**src/rtl/muldiv_if.sv**
```systemverilog
// Execute-stage request and HI/LO result bundle for the
// iterative multiply/divide unit.
interface muldiv_if #(
  parameter int WIDTH = 32
);
  logic             start_i;
  logic             flush_i;
  logic [1:0]       op_i;
  logic             signed_i;
  logic [WIDTH-1:0] a_i;
  logic [WIDTH-1:0] b_i;
  logic             hilo_rd_i;
  logic             busy_o;
  logic             stall_o;
  logic             done_o;
  logic [WIDTH-1:0] hi_o;
  logic [WIDTH-1:0] lo_o;

  modport master (
    output start_i, flush_i, op_i, signed_i,
    output a_i, b_i, hilo_rd_i,
    input  busy_o, stall_o, done_o, hi_o, lo_o
  );

  modport slave (
    input  start_i, flush_i, op_i, signed_i,
    input  a_i, b_i, hilo_rd_i,
    output busy_o, stall_o, done_o, hi_o, lo_o
  );
endinterface

```
**src/rtl/muldiv_seq.sv**
```systemverilog
// Bit-serial mul/div sequencer owning HI/LO.
// Define MULDIV_SIGNED_EN to build MULT/DIV sign handling.
module muldiv_seq #(
  parameter int WIDTH = 32,
  parameter int CNT_W = $clog2(WIDTH)
) (
  input logic     clk,
  input logic     rst_n,
  muldiv_if.slave bus
);
  typedef enum logic {IDLE, BUSY} state_t;

  localparam logic [1:0] OP_MUL  = 2'b00;
  localparam logic [1:0] OP_DIV  = 2'b01;
  localparam logic [1:0] OP_MTHI = 2'b10;
  localparam logic [1:0] OP_MTLO = 2'b11;

  state_t           state_q, state_d;
  logic [CNT_W-1:0] cnt_q, cnt_d;
  logic [WIDTH-1:0] acc_q, acc_d;
  logic [WIDTH-1:0] mq_q, mq_d;
  logic [WIDTH-1:0] opb_q, opb_d;
  logic [WIDTH-1:0] hi_q, hi_d;
  logic [WIDTH-1:0] lo_q, lo_d;
  logic             div_q, div_d;
  logic             done_q, done_d;

  logic             accept;
  logic [WIDTH-1:0] a_mag, b_mag;
  logic [WIDTH-1:0] res_hi, res_lo;
  logic [WIDTH:0]   mul_sum, div_sh, div_df;
  logic [WIDTH-1:0] it_acc, it_mq;

  assign accept = (state_q == IDLE) & bus.start_i
                & ~bus.flush_i;

`ifdef MULDIV_SIGNED_EN
  logic neg_q, neg_d, rneg_q, rneg_d, sa, sb;

  assign sa    = bus.signed_i & bus.a_i[WIDTH-1];
  assign sb    = bus.signed_i & bus.b_i[WIDTH-1];
  assign a_mag = sa ? -bus.a_i : bus.a_i;
  assign b_mag = sb ? -bus.b_i : bus.b_i;

  always_comb begin
    neg_d  = neg_q;
    rneg_d = rneg_q;
    if (accept) begin
      neg_d  = sa ^ sb;
      rneg_d = sa;
    end
  end

  // Product and quotient follow sign XOR; remainder follows dividend.
  always_comb begin
    res_hi = it_acc;
    res_lo = it_mq;
    if (div_q) begin
      res_lo = neg_q  ? -it_mq  : it_mq;
      res_hi = rneg_q ? -it_acc : it_acc;
    end else if (neg_q) begin
      {res_hi, res_lo} = -{it_acc, it_mq};
    end
  end

  always_ff @(posedge clk or negedge rst_n) begin
    if (!rst_n) begin
      neg_q  <= 1'b0;
      rneg_q <= 1'b0;
    end else begin
      neg_q  <= neg_d;
      rneg_q <= rneg_d;
    end
  end
`else
  logic unused_sign;

  assign unused_sign = bus.signed_i;
  assign a_mag       = bus.a_i;
  assign b_mag       = bus.b_i;
  assign res_hi      = it_acc;
  assign res_lo      = it_mq;
`endif

  // acc is the running high product / partial remainder.
  always_comb begin
    mul_sum = {1'b0, acc_q}
            + (mq_q[0] ? {1'b0, opb_q} : '0);
    div_sh  = {acc_q, mq_q[WIDTH-1]};
    div_df  = div_sh - {1'b0, opb_q};
    if (div_q) begin
      it_acc = div_df[WIDTH] ? div_sh[WIDTH-1:0]
                             : div_df[WIDTH-1:0];
      it_mq  = {mq_q[WIDTH-2:0], ~div_df[WIDTH]};
    end else begin
      it_acc = mul_sum[WIDTH:1];
      it_mq  = {mul_sum[0], mq_q[WIDTH-1:1]};
    end
  end

  always_comb begin
    state_d = state_q;
    cnt_d   = cnt_q;
    acc_d   = acc_q;
    mq_d    = mq_q;
    opb_d   = opb_q;
    hi_d    = hi_q;
    lo_d    = lo_q;
    div_d   = div_q;
    done_d  = 1'b0;
    case (state_q)
      IDLE: begin
        if (accept) begin
          unique case (bus.op_i)
            OP_MTHI: hi_d = bus.a_i;
            OP_MTLO: lo_d = bus.a_i;
            OP_MUL, OP_DIV: begin
              state_d = BUSY;
              cnt_d   = CNT_W'(WIDTH - 1);
              acc_d   = '0;
              div_d   = (bus.op_i == OP_DIV);
              mq_d    = div_d ? a_mag : b_mag;
              opb_d   = div_d ? b_mag : a_mag;
            end
            default: ;
          endcase
        end
      end
      BUSY: begin
        acc_d = it_acc;
        mq_d  = it_mq;
        cnt_d = cnt_q - 1'b1;
        if (cnt_q == '0) begin
          state_d = IDLE;
          cnt_d   = '0;
          hi_d    = res_hi;
          lo_d    = res_lo;
          done_d  = 1'b1;
        end
      end
      default: state_d = IDLE;
    endcase
  end

  always_ff @(posedge clk or negedge rst_n) begin
    if (!rst_n) begin
      state_q <= IDLE;
      cnt_q   <= '0;
      acc_q   <= '0;
      mq_q    <= '0;
      opb_q   <= '0;
      hi_q    <= '0;
      lo_q    <= '0;
      div_q   <= 1'b0;
      done_q  <= 1'b0;
    end else begin
      state_q <= state_d;
      cnt_q   <= cnt_d;
      acc_q   <= acc_d;
      mq_q    <= mq_d;
      opb_q   <= opb_d;
      hi_q    <= hi_d;
      lo_q    <= lo_d;
      div_q   <= div_d;
      done_q  <= done_d;
    end
  end

  assign bus.busy_o  = (state_q == BUSY);
  assign bus.stall_o = bus.busy_o
                     & (bus.start_i | bus.hilo_rd_i);
  assign bus.done_o  = done_q;
  assign bus.hi_o    = hi_q;
  assign bus.lo_o    = lo_q;
endmodule
```
**src/flat_wrapper.sv**
```systemverilog
// flat-port wrapper written by rule: the top's interface ports become plain ports
module muldiv_seq_flat 
#(
  parameter int WIDTH = 32,
  parameter int CNT_W = $clog2(WIDTH)
)
  (clk, rst_n, bus_start_i, bus_flush_i, bus_op_i, bus_signed_i, bus_a_i, bus_b_i, bus_hilo_rd_i, bus_busy_o, bus_stall_o, bus_done_o, bus_hi_o, bus_lo_o);
  muldiv_if #(.WIDTH(WIDTH)) bus_i ();
  input logic clk;
  input logic rst_n;
  input wire logic [$bits(bus_i.start_i)-1:0] bus_start_i;
  input wire logic [$bits(bus_i.flush_i)-1:0] bus_flush_i;
  input wire logic [$bits(bus_i.op_i)-1:0] bus_op_i;
  input wire logic [$bits(bus_i.signed_i)-1:0] bus_signed_i;
  input wire logic [$bits(bus_i.a_i)-1:0] bus_a_i;
  input wire logic [$bits(bus_i.b_i)-1:0] bus_b_i;
  input wire logic [$bits(bus_i.hilo_rd_i)-1:0] bus_hilo_rd_i;
  output wire logic [$bits(bus_i.busy_o)-1:0] bus_busy_o;
  output wire logic [$bits(bus_i.stall_o)-1:0] bus_stall_o;
  output wire logic [$bits(bus_i.done_o)-1:0] bus_done_o;
  output wire logic [$bits(bus_i.hi_o)-1:0] bus_hi_o;
  output wire logic [$bits(bus_i.lo_o)-1:0] bus_lo_o;
  assign bus_i.start_i = bus_start_i;
  assign bus_i.flush_i = bus_flush_i;
  assign bus_i.op_i = bus_op_i;
  assign bus_i.signed_i = bus_signed_i;
  assign bus_i.a_i = bus_a_i;
  assign bus_i.b_i = bus_b_i;
  assign bus_i.hilo_rd_i = bus_hilo_rd_i;
  assign bus_busy_o = bus_i.busy_o;
  assign bus_stall_o = bus_i.stall_o;
  assign bus_done_o = bus_i.done_o;
  assign bus_hi_o = bus_i.hi_o;
  assign bus_lo_o = bus_i.lo_o;
  muldiv_seq #(.WIDTH(WIDTH), .CNT_W(CNT_W)) u_core (.clk(clk), .rst_n(rst_n), .bus(bus_i));
endmodule
```
**config.mk**
```make
export PLATFORM = sky130hd
export DESIGN_NAME = muldiv_seq_flat
export DESIGN_NICKNAME = d
export VERILOG_FILES = /design/src/rtl/muldiv_if.sv /design/src/rtl/muldiv_seq.sv /design/src/flat_wrapper.sv
export SDC_FILE = /design/constraint.sdc
export NUM_CORES = 1
export LEC_CHECK = 0
export BUFFER_PORTS_ARGS = -buffer_cell sky130_fd_sc_hd__clkbuf_2
export CAP_MARGIN = 15
export CELL_PAD_IN_SITES_DETAIL_PLACEMENT = 0
export CELL_PAD_IN_SITES_GLOBAL_PLACEMENT = 1
export CORE_MARGIN = 8
export CORE_UTILIZATION = 48
export DETAILED_ROUTE_END_ITERATION = 8
export PLACE_DENSITY_LB_ADDON = 0.3
export REMOVE_ABC_BUFFERS = 1
export SYNTH_ARGS = -nofsm -noshare
export SYNTH_HDL_FRONTEND = slang
export SYNTH_SLANG_ARGS = --single-unit
export TNS_END_PERCENT = 5
```
**constraint.sdc**
```tcl
create_clock -name clk -period 10.3 [get_ports clk]
set_input_delay 2.06 -clock clk [delete_from_list [all_inputs] [get_ports clk]]
set_output_delay 2.06 -clock clk [all_outputs]
set_load 0.01 [all_outputs]
```
**After elaboration in Yosys (flattened, before gate mapping)**

Index checks and enable logic that the tools add are counted.

- Output and inout port bits: 67
- Word-level logic and storage cells: 64
- Bits in registers: 168
- Bits of input ports: 72

- Equal/unequal tests: 8
- Muxes and demuxes: 30
- Bitwise gates (word level): 7
- Reduce and logical (&&, ||, !) cells: 7
- $add $sub $neg: 3

Operators with widths:

| kind | count |
|---|---|
| 32-bit two-way mux | 16 |
| 32-bit case mux with 2 select lines | 4 |
| 32-bit by 33-bit adder with 33-bit output | 1 |
| 33-bit by 32-bit subtractor with 33-bit output | 1 |
| 5-bit two-way mux | 3 |
| 5-bit case mux with 2 select lines | 1 |
| 3-bit AND reduction | 3 |
| 2-bit != test (second input constant) | 4 |
| 5-bit zero test | 1 |
| 1-bit two-way mux | 5 |
| 5-bit by 1-bit subtractor with 5-bit output (second input constant) | 1 |
| 2-bit == test (second input constant) | 2 |
| 1-bit AND | 3 |
| 1-bit NOT | 3 |
| 2-bit by 1-bit == test with 1-bit output (second input constant) | 1 |
| 2-bit zero test | 1 |
| 2-bit by 1-bit != test with 1-bit output (second input constant) | 1 |
| 1-bit case mux with 2 select lines | 1 |
| 2-bit AND reduction | 1 |
| 2-bit OR reduction | 1 |
| 1-bit OR | 1 |

**Logic depth before layout (Yosys ltp)**

- Word-level depth: 5
- Mapped depth: 15

**Least setup slack after synthesis**

Ideal clock, no wire load.

- Kind: in2out
- Start: in bus_start_i
- End: out bus_stall_o
- Stages: 2
- Required time: 8.240 ns
- Buffers on the path: 0
- Slack: 5.996 ns
- Arrival: 2.244 ns
- Cells stage by stage: nor2_1 nor2_1

- Word-level cells in the longest chain between the ends: 2

Ends and longest elaborated chain:

| what | line | text |
|---|---|---|
| from (decl) | flat_wrapper.sv:11 | `input wire logic [$bits(bus_i.start_i)-1:0] bus_start_i;` |
| 1-bit OR | muldiv_seq.sv:171 | `& (bus.start_i \| bus.hilo_rd_i);` |
| 1-bit AND | muldiv_seq.sv:171 |  |
| to (decl) | flat_wrapper.sv:19 | `output wire logic [$bits(bus_i.stall_o)-1:0] bus_stall_o;` |

No other way between the ends.

**Worst setup path after layout**

Ends and elaborated chain as after synthesis.

==> results by group <==
Critical path
  • R2R Path End: u_core.bus.hi_o[22]
  • Setup Crit Path Kind: input port to output port
  • Crit path max fanout: 2
  • Startpoint types: input port
  • R2r startpoint: u_core.mq_q[31]
  • CP max-delay cell: clkbuf_2
  • Crit path capture type: output port
  • R2R depth: 14
  • Critical Path RT: 8240 ps
  • Worst path bufs/invs: 2
  • CP Cell Sequence: clkbuf_2 > nor2_1 > nor2_1 > clkbuf_2
  • Worst EP arrival: 2440 ps
  • CP max stage delay: 150 ps
  • Kind of cell adding the most delay to the critical path: buffers and inverters
  • R2r setup slk: 5880 ps

Synth
  • Synth Warn #: 0
  • Sequential share of the synthesized area: a little over a third
  • Post-synthesis cell area: 12100 sq um
  • Most used flip-flop cell after synthesis: dfrtp_1
  • #FFs+latches synth: roughly 170
  • Mapped Cells: 1476
  • Asr flop ratio synth: between 90% and 100%
  • Post-synth EDFFs: 0
  • Post-synthesis cell type count: 68
  • Syn avg cell area: 8.17 sq um

Power
  • Psw: 2.73 mW
  • Worst VDD drop: about 0.00021 V
  • Switching share of power: 49.1%
  • Seq pwr share: approximately a quarter
  • Leakage: roughly 6.6 nW
  • Internal power: ~2.8 mW
  • Logic pwr share: 63.3%
  • Power per cell area: 411 nW/um^2
  • Clock share of power: 12.2%

Routing
  • Vias: 11000
  • Final WL: 37300 um
  • Remaining DRCs: 0
  • 1st-iter DRT viols: between 900 and 1000
  • WL/cell: 19.7 um
  • First-pass DRT Iterations: 5
  • Vias per Instance: 5.83
  • Routed Antenna Nets: 0

Flow run
  • Max-cap check violation count: 0

STA
  • Setup tns final: 0 ps
  • Worst-Margin Slew: between 1000 and 1500 ps
  • Final Max Slew Viols: 0
  • Final hold viol count: 0
  • Slew headroom: 29.0%
  • Skew final: 16.0 ps
  • Min cycle time layout: roughly 4500 ps
  • Fmax achieved: roughly 0.22 GHz
  • RSZ-0062 raised after global routing: no
  • Final setup fails: 0
  • Fin crit share: roughly 44%
  • Worst hold slack: between 400 and 500 ps

Clocking
  • Worst-skew pair later-pin latency: 440 ps
  • CTS root buf: clkbuf_16
  • TritonCTS clock tree: yes
  • CTS max path bufs: 2
  • Total CTS buffers: 17
  • # Post-CTS Setup Buffers: 0
  • H-tree depth: 4
  • Post-CTS Resized: 0
  • Worst-path clk slew: approximately 80 ps
  • Num Clock Sinks: 168
  • Hold Buf Count CTS: 0

Outcome
  • Status: completed

Global route
  • Global Route Usage Sum: 24.3%
  • Antenna violations before repair: 0
  • Grt ovf: 0
  • Pin count of the biggest net entering global routing: 109
  • Vias in the first global route: 10700
  • First-pass GRT wire length: between 50000 and 60000 um

Floorplan
  • Die Wd: 174 um
  • Die ar.: 30400 sq um
  • Die Y: about 170 um
  • Starting Density: 48.4%
  • Top-Level Pins: 139
  • Row Count: 58
  • Core footprint: 24900 sq um

Final layout
  • Layout Nets: 1692
  • Share of layout cells above drive strength 1: about 15%
  • P&R area growth vs syn: 12.4%
  • # diodes: 0

Placed design
  • Hpwl dp: 26700 um
  • Placer Congestion: 0.911
  • Number of port buffers: 137

Hold path
  • Hold depth: 1
  • HP Start: u_core.bus.lo_o[26]
  • Worst min-delay path class: register to register
  • Hold EP: u_core.bus.lo_o[26]
==> synthesized netlist by cell type (6+ instances only) <==
library cell | n | share of area, %
a21o_1 | 68 | 4.2
o31ai_1 | 6 | 0.37
xor2_1 | 23 | 1.7
a21oi_1 | 101 | 4.2
o221a_2 | 6 | 0.56
o22a_1 | 16 | 1.2
xnor2_1 | 31 | 2.3
nand4_1 | 9 | 0.47
a221o_1 | 14 | 1.2
nor2b_1 | 6 | 0.31
mux2i_1 | 55 | 4.6
ha_1 | 65 | 6.7
buf_2 | 6 | 0.25
nor3_1 | 16 | 0.66
inv_1 | 53 | 1.7
mux2_2 | 18 | 1.7
or3_1 | 7 | 0.36
and3_1 | 10 | 0.52
o21bai_1 | 9 | 0.56
a31oi_1 | 48 | 2.5
nand3_1 | 21 | 0.87
dfrtp_1 | 168 | 35
a22o_1 | 9 | 0.65
nand2b_1 | 11 | 0.57
o21ai_0 | 119 | 4.9
a211oi_1 | 18 | 1.1
nand2_1 | 238 | 7.4
and2_1 | 36 | 1.9
o21a_1 | 10 | 0.62
clkbuf_1 | 77 | 2.4
nor2_1 | 139 | 4.3
==> placed cells by master (no fill, tap or decap), types with 53 or more instances in the layout <==
| cell type | instances |
|---|---|
| nor2_1 | 136 |
| clkbuf_2 | 136 |
| a21oi_1 | 101 |
| a21o_1 | 68 |
| ha_1 | 65 |
| nand2_1 | 238 |
| inv_1 | 53 |
| dfrtp_1 | 166 |
| mux2i_1 | 55 |
| o21ai_0 | 119 |
==> area by class of cell <==
type | instances | area [sq um]
inverters | 55 | 206
fillers | 2335 | 11300
clock buffers | 18 | 429
multi-input cells | 1162 | 7330
repair buffers | 149 | 782
flip-flops and latches | 168 | 4210
well taps | 330 | 413
clock inverters | 14 | 180
==> worst max path at each step <==
stage / endpoint / depth (start not counted) / startpoint / slack, ps
after global placement: bus_stall_o / 4 / bus_start_i / 5790
after global routing: u_core.bus.hi_o[31] / 13 / u_core.mq_q[0] / 5610
after CTS: bus_stall_o / 4 / bus_start_i / 5800
final: bus_stall_o / 4 / bus_start_i / 5800
after detailed placement: bus_stall_o / 4 / bus_start_i / 5800
after floorplan: u_core.opb_q[0] / 3 / bus_flush_i / 4440
==> flip-flops by register name, summed over array words and instances (netlist names) <==
name	count
u_core.mq_q	32
u_core.bus.hi_o	32
u_core.div_q	1
u_core.acc_q	32
u_core.cnt_q	5
u_core.bus.busy_o	1
u_core.bus.lo_o	32
u_core.opb_q	32
u_core.bus.done_o	1
==> layer usage <==
layer | GRT usage (%) | share of wire, % | wire (um)
met5 | 0 | 0 | 0
met4 | 7.62 | 2.4 | 893
met3 | 4.10 | 5.9 | 2200
met2 | 35.5 | 43 | 16100
met1 | 35.6 | 48 | 18100
==> logic make-up (layout without fill, tap and decap cells) <==
logic type / count (synthesis) / in the layout / share of synthesized area [%]
simple gates: 504 / 504 / 18.1
xor+xnor: 54 / 54 / 3.92
compound gates: 462 / 462 / 24.7
mux: 75 / 75 / 6.47
fa+ha+maj: 67 / 67 / 7.08
flops: 168 / 168 / 34.9
buf+inv: 146 / 236 / 4.83
==> worst register-to-register path: stages (launching register included) <==
cell	delay (ps)
dfrtp_1	340
inv_1	120
ha_1	240
fa_1	410
nand2b_1	190
a21oi_1	360
o211ai_2	190
o21ai_2	240
o41a_1	290
a31o_1	280
xor2_4	150
buf_4	540
mux2i_1	180
a211oi_1	620
o22a_1	200
==> through the flow <==
step	power (mW)	area, sq um	cells	setup WS, ps	utilization [%]
after global routing	6.02	13600	1896	5610	54.4
after global placement	4.80	12900	1864	5790	52.0
final	5.57	13600	1896	5800	54.4
after floorplan	3.85	11700	1385	4440	-
after detailed placement	4.85	12900	1864	5800	52.0
after CTS	5.55	13600	1896	5800	54.4
==> power groups by stage <==
stage	sequential, mW	combinational (mW)	clock, mW
3_3_place_gp	1.36	3.43	0
2_1_floorplan	1.31	2.55	0
5_1_grt	1.41	3.90	0.713
6_report	1.37	3.53	0.679
4_1_cts	1.35	3.51	0.689
3_5_place_dp	1.37	3.48	0
Power figures use the tool's default switching activity.
